[src/rtl/mem_responder_pkg.sv]
// Shared types for the snooping-bus memory responder: system sizes, bus and
// crossbar payloads, and the responder state encoding.
package mem_responder_pkg;

    localparam int unsigned NUM_CPUS       = 4;
    localparam int unsigned XLEN           = 8;
    localparam int unsigned CACHELINE_SIZE = 8;
    localparam int unsigned SRC_W          = 3;
    localparam int unsigned CNT_W          = 4;

    typedef enum logic [2:0] {
        BUS_IDLE  = 3'd0,
        BUS_RD    = 3'd1,
        BUS_RDX   = 3'd2,
        BUS_UPG   = 3'd3,
        BUS_FLUSH = 3'd4
    } bus_tx_t;

    typedef struct packed {
        logic             valid;
        logic [SRC_W-1:0] source;
        logic [XLEN-1:0]  addr;
        bus_tx_t          bus_tx;
    } bus_msg_t;

    typedef struct packed {
        logic                      valid;
        logic [SRC_W-1:0]          destination;
        logic [XLEN-1:0]           addr;
        logic [CACHELINE_SIZE-1:0] data;
    } xbar_msg_t;

    typedef enum logic [1:0] {
        ST_IDLE,
        ST_SNOOP,
        ST_MEM_WAIT,
        ST_RESPOND
    } resp_state_t;

    // One-hot of the requester's own snoop bit; sources outside the CPU range mask nothing.
    function automatic logic [NUM_CPUS-1:0] src_mask(input logic [SRC_W-1:0] src);
        src_mask = '0;
        if (32'(src) < NUM_CPUS)
            src_mask = NUM_CPUS'(1) << src;
    endfunction

endpackage

[src/rtl/mem_responder_mem_array.sv]
// Backing line store: synchronous write, combinational read, asynchronous clear.
module mem_array #(
    parameter int unsigned AW = 8,
    parameter int unsigned DW = 8
) (
    input  logic          clk,
    input  logic          rst_n,
    input  logic          we,
    input  logic [AW-1:0] waddr,
    input  logic [DW-1:0] wdata,
    input  logic [AW-1:0] raddr,
    output logic [DW-1:0] rdata
);

    localparam int unsigned DEPTH = 1 << AW;

    logic [DW-1:0] mem [DEPTH];

    always_ff @(posedge clk or negedge rst_n) begin
        if (!rst_n) begin
            for (int i = 0; i < DEPTH; i++)
                mem[i] <= '0;
        end else if (we) begin
            mem[waddr] <= wdata;
        end
    end

    assign rdata = mem[raddr];

endmodule

[src/rtl/mem_responder.sv]
// Memory-side responder: takes bus reads the caches cannot supply, waits out the
// memory latency and returns the line over the crossbar; absorbs writebacks.
module mem_responder
    import mem_responder_pkg::*;
#(
    parameter int unsigned MEM_LATENCY = 3
) (
    input  logic                      clk,
    input  logic                      rst_n,
    input  bus_msg_t                  bus_req,
    output logic                      bus_ready,
    input  logic [CACHELINE_SIZE-1:0] flush_data,
    input  logic [NUM_CPUS-1:0]       snoop_hit,
    output xbar_msg_t                 xbar_out,
    input  logic                      xbar_ready
);

    resp_state_t               state;
    logic [CNT_W-1:0]          cnt;
    logic [SRC_W-1:0]          cap_src;
    logic [XLEN-1:0]           cap_addr;
    logic [CACHELINE_SIZE-1:0] mem_rdata;
    logic                      accept_c;
    logic                      mem_we_c;

    assign accept_c = bus_req.valid && bus_ready;
    assign mem_we_c = accept_c && (bus_req.bus_tx == BUS_FLUSH);

    mem_array #(
        .AW (XLEN),
        .DW (CACHELINE_SIZE)
    ) u_mem (
        .clk   (clk),
        .rst_n (rst_n),
        .we    (mem_we_c),
        .waddr (bus_req.addr),
        .wdata (flush_data),
        .raddr (cap_addr),
        .rdata (mem_rdata)
    );

    // bus_ready tracks "next state is IDLE" so it is registered yet equal to state==IDLE.
    always_ff @(posedge clk or negedge rst_n) begin
        if (!rst_n) begin
            state     <= ST_IDLE;
            bus_ready <= 1'b1;
            xbar_out  <= '0;
            cnt       <= '0;
            cap_src   <= '0;
            cap_addr  <= '0;
        end else begin
            case (state)
                ST_IDLE: begin
                    if (accept_c && (bus_req.bus_tx == BUS_RD || bus_req.bus_tx == BUS_RDX)) begin
                        cap_src   <= bus_req.source;
                        cap_addr  <= bus_req.addr;
                        state     <= ST_SNOOP;
                        bus_ready <= 1'b0;
                    end
                end
                ST_SNOOP: begin
                    if (|(snoop_hit & ~src_mask(cap_src))) begin
                        state     <= ST_IDLE;
                        bus_ready <= 1'b1;
                    end else begin
                        cnt   <= CNT_W'(MEM_LATENCY - 1);
                        state <= ST_MEM_WAIT;
                    end
                end
                ST_MEM_WAIT: begin
                    if (cnt == '0) begin
                        xbar_out <= '{valid: 1'b1, destination: cap_src,
                                      addr: cap_addr, data: mem_rdata};
                        state    <= ST_RESPOND;
                    end else begin
                        cnt <= cnt - CNT_W'(1);
                    end
                end
                ST_RESPOND: begin
                    if (xbar_ready) begin
                        xbar_out  <= '0;
                        state     <= ST_IDLE;
                        bus_ready <= 1'b1;
                    end
                end
                default: begin
                    state     <= ST_IDLE;
                    bus_ready <= 1'b1;
                    xbar_out  <= '0;
                end
            endcase
        end
    end

endmodule

[config.mk]
export PLATFORM = sky130hd
export DESIGN_NAME = mem_responder
export DESIGN_NICKNAME = d
export VERILOG_FILES = /design/src/rtl/mem_responder_pkg.sv /design/src/rtl/mem_responder_mem_array.sv /design/src/rtl/mem_responder.sv
export SDC_FILE = /design/constraint.sdc
export NUM_CORES = 2
export LEC_CHECK = 0
export CAP_MARGIN = 40
export CORE_MARGIN = 1
export CORE_UTILIZATION = 35
export CTS_BUF_LIST = sky130_fd_sc_hd__clkbuf_4
export CTS_CLUSTER_DIAMETER = 100
export DETAILED_ROUTE_END_ITERATION = 16
export SYNTH_ARGS = -nofsm -noshare
export SYNTH_HDL_FRONTEND = slang
export SYNTH_SLANG_ARGS = --single-unit
[constraint.sdc]
create_clock -name clk -period 2.3 [get_ports clk]
set_input_delay 0.23 -clock clk [delete_from_list [all_inputs] [get_ports clk]]
set_output_delay 0.23 -clock clk [all_outputs]
set_load 0.005 [all_outputs]
* Yosys cells after proc, flatten, opt, wreduce, memory -nomap -nowiden
Index checks and enable logic that the tools add are counted.
Storage, ports and cells: register bits 2086, bits of input ports 30, output and inout bits 21, word-level logic and storage cells 326
Cells by class: add/sub/neg operators 1, $lt $le $gt $ge 4, equality and inequality tests 12, shift operators 1, multiplexer cells 23, bitwise gates (word level) 4, reduce and logical (&&, ||, !) cells 16
Operators with widths (count):
- bitwise mux 2048 bit | 1
- binary-select mux 8 bit (select 8 bit) | 1
- demux 8 bit (select 8 bit) | 1
- 2-to-1 mux 20 bit | 2
- case mux 20 bit (2 select lines) | 1
- 2-to-1 mux 8 bit | 3
- greater-or-equal comparator 9 bit, second input constant | 2
- NOT 8 -> 9 bit | 2
- 2-to-1 mux 4 bit | 4
- != test 2 bit, second input constant | 6
- < comparator 9 x 1 -> 1 bit, second input constant | 1
- AND reduction 3 bit | 3
- 2-to-1 mux 2 bit | 4
- case mux 2 bit (4 select lines) | 1
- case mux 4 bit (2 select lines) | 1
- bitwise AND 4 bit | 1
- == test 2 bit, second input constant | 2
- logical AND 1 bit | 4
- zero test 4 bit | 1
- NOT 4 bit | 1
- AND reduction 4 bit | 1
- nonzero test 2 bit | 2
- OR reduction 4 bit | 1
- left shift 1 x 3 -> 4 bit, first input constant | 1
- other kinds (12) | 14

* Longest topological paths before layout
depth in word-level cells 8, mapped depth 12, gate-level depth less buffers 8

* Hierarchy
A second synthesis with hierarchy kept.
Second synthesis, totals: cell total of the unflattened synthesis 6230, area, all modules 95111.2 um2
Modules (own cells, without submodules):
- mem_array | times used 1, cells each 6068, area an instance 93414.6 um2, seq. area each 51249.2 um2
- mem_responder | times used 1, cells each 162, area an instance 1696.6 um2, seq. area each 952.2 um2

* Least setup slack after synthesis
Ideal clock, no wire load.
path kind flip-flop to flip-flop, start point register bus_ready, end point register u_mem.mem[248] (netlist name), setup time 128 ps, arrival time 2418 ps, required time 2172 ps, setup slack -246 ps, cell stages (with the launch flop) 9, clock period less this slack 2546 ps, cell sequence dfstp_2 -> nand2_1 -> nor4b_2 -> or3b_1 -> clkbuf_1 -> nor3_4 -> buf_6 -> nand2_1 -> mux2_1
On the way: word-level cells in the longest chain between the ends 2
Ends and longest elaborated chain:
- start, declared | line mem_responder.sv:11 | output logic bus_ready,
- start signal, assigned | line mem_responder.sv:46 | bus_ready <= 1'b1;
- start signal, assigned | line mem_responder.sv:58 | bus_ready <= 1'b0;
- start signal, assigned | line mem_responder.sv:64 | bus_ready <= 1'b1;
- logical AND 1 bit | line mem_responder.sv:26 | assign accept_c = bus_req.valid && bus_ready;
- logical AND 1 bit | line mem_responder.sv:27 | assign mem_we_c = accept_c && (bus_req.bus_tx == BUS_FLUSH);
- end signal, assigned by index | line mem_responder_mem_array.sv:24 | mem[waddr] <= wdata;
- end, declared | line mem_responder_mem_array.sv:17 | logic [DW-1:0] mem [DEPTH];
No other way between the ends. A chain may end at the register's enable or synchronous reset.

* Worst setup path in the final report
start point register cap_addr[5], end point register xbar_out[5] (netlist name)
On the way: word-level cells in the longest chain between the ends 6
Ends and longest elaborated chain:
- start, declared | line mem_responder.sv:21 | logic [XLEN-1:0] cap_addr;
- start signal, assigned | line mem_responder.sv:56 | cap_addr <= bus_req.addr;
- NOT 8 -> 9 bit (not written as such) | line mem_responder_mem_array.sv:28 | assign rdata = mem[raddr];
- binary-select mux 8 bit (select 8 bit) | line mem_responder_mem_array.sv:28
- 2-to-1 mux 8 bit (not written as such) (2 in series) | line mem_responder_mem_array.sv:28
- 2-to-1 mux 20 bit | line mem_responder.sv:71 | if (cnt == '0) begin
- case mux 20 bit (2 select lines) | line mem_responder.sv:52 | case (state)
- end signal, assigned | line mem_responder.sv:72 | xbar_out <= '{valid: 1'b1, destination: cap_src,
- end, declared | line mem_responder.sv:14 | output xbar_msg_t xbar_out,
No other way between the ends. The select of a mux whose other input is x is not followed.

==> impl_metrics.yaml <==
outcome:
  status: "complete, but fails checks"
  violations: "setup timing"
grt:
  grt_pass1_wl_um: 433000
  grt_max_degree: 110
  gr-usage-all-layers: 0.210
  first_global_vias: 65900
  overflow: 0
  antenna_found_initial: 12
critical_path:
  path_buf_inv: 4
  cp-start-kind: "register"
  worstPathCellList: "buf_4 > nor4bb_2 > nand2_1 > buf_12 > a21oi_1 > nor4_4 > nand4_1 > buf_4 > a21oi_2 > buf_4 > a32o_1"
  critPathMaxStageDelay_ns: 0.58
  path_max_fanout: 5
  worst_path_most_repeated_cell: "buf_4"
  required_ns: 3.52
  critical-path-top-delay-family: "simple AND/OR/NAND/NOR gates"
  r2r_setup_slack_ns: -0.77
  crit_slowest_cell: "nor4bb_2"
  cp_data_arrival_time_ns: 4.29
  worstSetupEndpointType: "register"
  critPathKind: "reg -> reg"
timing:
  clock.fmax_mhz: 326
  whs_ns: 0.121
  final_max_slew_viol_count: 0
  slew-limit-headroom: 0.473
  setup_viol: 2080
  hold_viol: 0
  setup_ws_ns: -0.766
  layout_min_cycle_time_ns: 3.07
  worst_pin_slew_ns: 0.791
  rsz0062_at_grt: "yes"
  skew_ns: 0.128
  fin_crit_sh: 1.33
logic_synthesis:
  synth_area_um2: 95100
  yosysWarnings: 0
  async_flop_share: 1.00
  synthesis.nets: 6282
  syn_area_per_cell_um2: 15.2
  ys_ff_latch: 2086
  ys_types: 62
  ys_seq_area_frac: 0.549
  synth_edf_count: 0
  synthCells: 6251
  synth_flop_cell: "dfrtp_1"
cts:
  root_buffer: "clkbuf_4"
  cts-buffers-inserted: 580
  clock_path_buffers: 4
  clk_pin_slew_ns: 0.06
  insertion_delay_ns: 1.33
  htreeDepth: 6
  clock_sinks: 2086
  cts_tree: "yes"
floorplanning:
  die_h_um: 523
  die_w_um: 523
  fp.coreArea_um2: 271000
  start_util: 0.352
  num_rows: 191
  dieArea_um2: 274000
  io_pins: 51
job:
  max-cap-violations: 0
layout:
  final_util: 0.444
  fillers: 24200
  fin_nets: 7485
  drive_above_1_share: 0.594
  area_delta_synth_final_pct: 26.3
placement:
  port_buffers: 50
  gp_congestion: 0.897
  place_ws_ns: -1.28
  place_hpwl_um: 191000
pwr:
  total_power_w: 0.0730
  irDropWorstVdd_mv: 0.442
  power.density_nw_per_um2: 607
  power.leakage_nw: 57.1
routing:
  drtPass1Iterations: 6
  avgRoutedWirePerCell_um: 25.3
  drtAntennaViolNets: 0
  vias: 61500
  avgViaCountPerCell: 5.39
  drc_errors: 0
  wirelength_um: 289000
  drtIter0Drc: 4092
min_path:
  hp-class: "in -> reg"
-- synth_stat cells (33+ instances only) --
| master | n | area [µm²] |
|---|---|---|
| buf_2 | 57 | 285 |
| mux2i_1 | 294 | 2940 |
| nor2_1 | 71 | 267 |
| nand2_1 | 282 | 1060 |
| dfrtp_1 | 2085 | 52200 |
| nor2_2 | 33 | 206 |
| clkbuf_1 | 327 | 1230 |
| a21oi_1 | 69 | 345 |
| o22ai_1 | 51 | 319 |
| mux4_2 | 411 | 9260 |
| mux2_2 | 1988 | 22400 |
| o21ai_0 | 45 | 225 |
| mux2_1 | 80 | 901 |
| a22oi_1 | 53 | 398 |
| o221ai_1 | 100 | 876 |
-- per-stage QoR --
| step | instance area [µm²] | cells | TNS (ns) |
|---|---|---|---|
| 4_1_cts | 118000 | 11400 | -900.79 |
| 3_3_place_gp | 108000 | 10300 | -1510.14 |
| 5_1_grt | 120000 | 11400 | -1053.86 |
| 3_5_place_dp | 108000 | 10300 | -1453.57 |
| 2_1_floorplan | 95500 | 6251 | -72.41 |
| 6_report | 120000 | 11400 | -860.64 |
-- cells by family after synthesis --
group / Yosys count / share of synthesized area
AND/OR/NAND/NOR: 517 / 0.0247
AO/OA/AOI/OAI: 405 / 0.0301
multiplexers: 2773 / 0.373
flip-flops: 2086 / 0.549
buffers and inverters: 466 / 0.0226
XOR/XNOR: 3 / 0.000276
adder cells (fa/ha/maj): 1 / 0.000132
-- layout make-up --
class / count / area, µm² / share of cell area
Tap cell: 3570 / 4470 / 0.0372
Timing Repair Buffer: 1080 / 12500 / 0.104
Multi-Input combinational cell: 3700 / 43700 / 0.364
Sequential cell: 2086 / 52200 / 0.435
Clock inverter: 129 / 958 / 0.00798
Antenna cell: 9 / 22.5 / 0.000187
Clock buffer: 839 / 6300 / 0.0524
Inverter: 6 / 22.5 / 0.000187
-- worst reg2reg max path: stages (launching register included) --
cell and delay (ns):
dfrtp_1 0.44, buf_4 0.17, nor4bb_2 0.58, nand2_1 0.23, buf_12 0.19, a21oi_1 0.46, nor4_4 0.13, nand4_1 0.21
buf_4 0.15, a21oi_2 0.04, buf_4 0.13, a32o_1 0.20
-- placed cells by master (no fill, tap or decap), types with 68 or more instances in the layout --
cell      netlist  layout
dfrtp_1      2085    2080
mux2_2       1988    1879
clkbuf_4        0     839
buf_4          31     595
mux4_2        411     411
mux2i_1       294     280
buf_12          0     221
nand2_1       282     187
mux2_4          0     167
buf_6          21     100
clkinv_1        1      73
o221ai_1      100      68
-- state kept, by name, summed over array words and instances, names as in the netlist, named ones only --
| name | cells |
|---|---|
| cap_addr | 8 |
| bus_ready | 1 |
| state | 1 |
| cap_src | 3 |
| xbar_out | 20 |
| u_mem.mem | 2048 |
| cnt | 4 |
-- report_power, final --
part	leakage (nW)	switching [W]	internal, W
clock network	4.28	0.0161	0.0180
registers	29.0	0	0.0367
logic	23.8	0.00171	0.000474
-- final timing paths --
kind | from | to | cells past startpoint
max in group asynchronous | rst_n | u_mem.mem[332] | 6
min in group asynchronous | rst_n | u_mem.mem[1236] | 4
max | cap_addr[5] | xbar_out[5] | 11
max reg2reg | cap_addr[5] | xbar_out[5] | 11
min | flush_data[4] | u_mem.mem[92] | 3
min reg2reg | xbar_out[19] | xbar_out[19] | 2
-- repair_timing --
action | CTS | global route
hold endpoints to repair | 4172 | 0
hold buffers | 44 | 0
resized for setup | 425 | 372
setup buffers | 54 | 38
pin swaps | 42 | 57
endpoints found under the setup margin | 2077 | 2078
gates cloned | 15 | 7
-- layer usage --
metal	vias to the layer above	routed length, µm	GRT usage
met5	-	13	0
met4	2	11100	0.0838
met3	536	15700	0.0386
met2	1745	137000	0.334
met1	33000	126000	0.284
li1	26300	-	-
(Power assumes the default switching activity.)
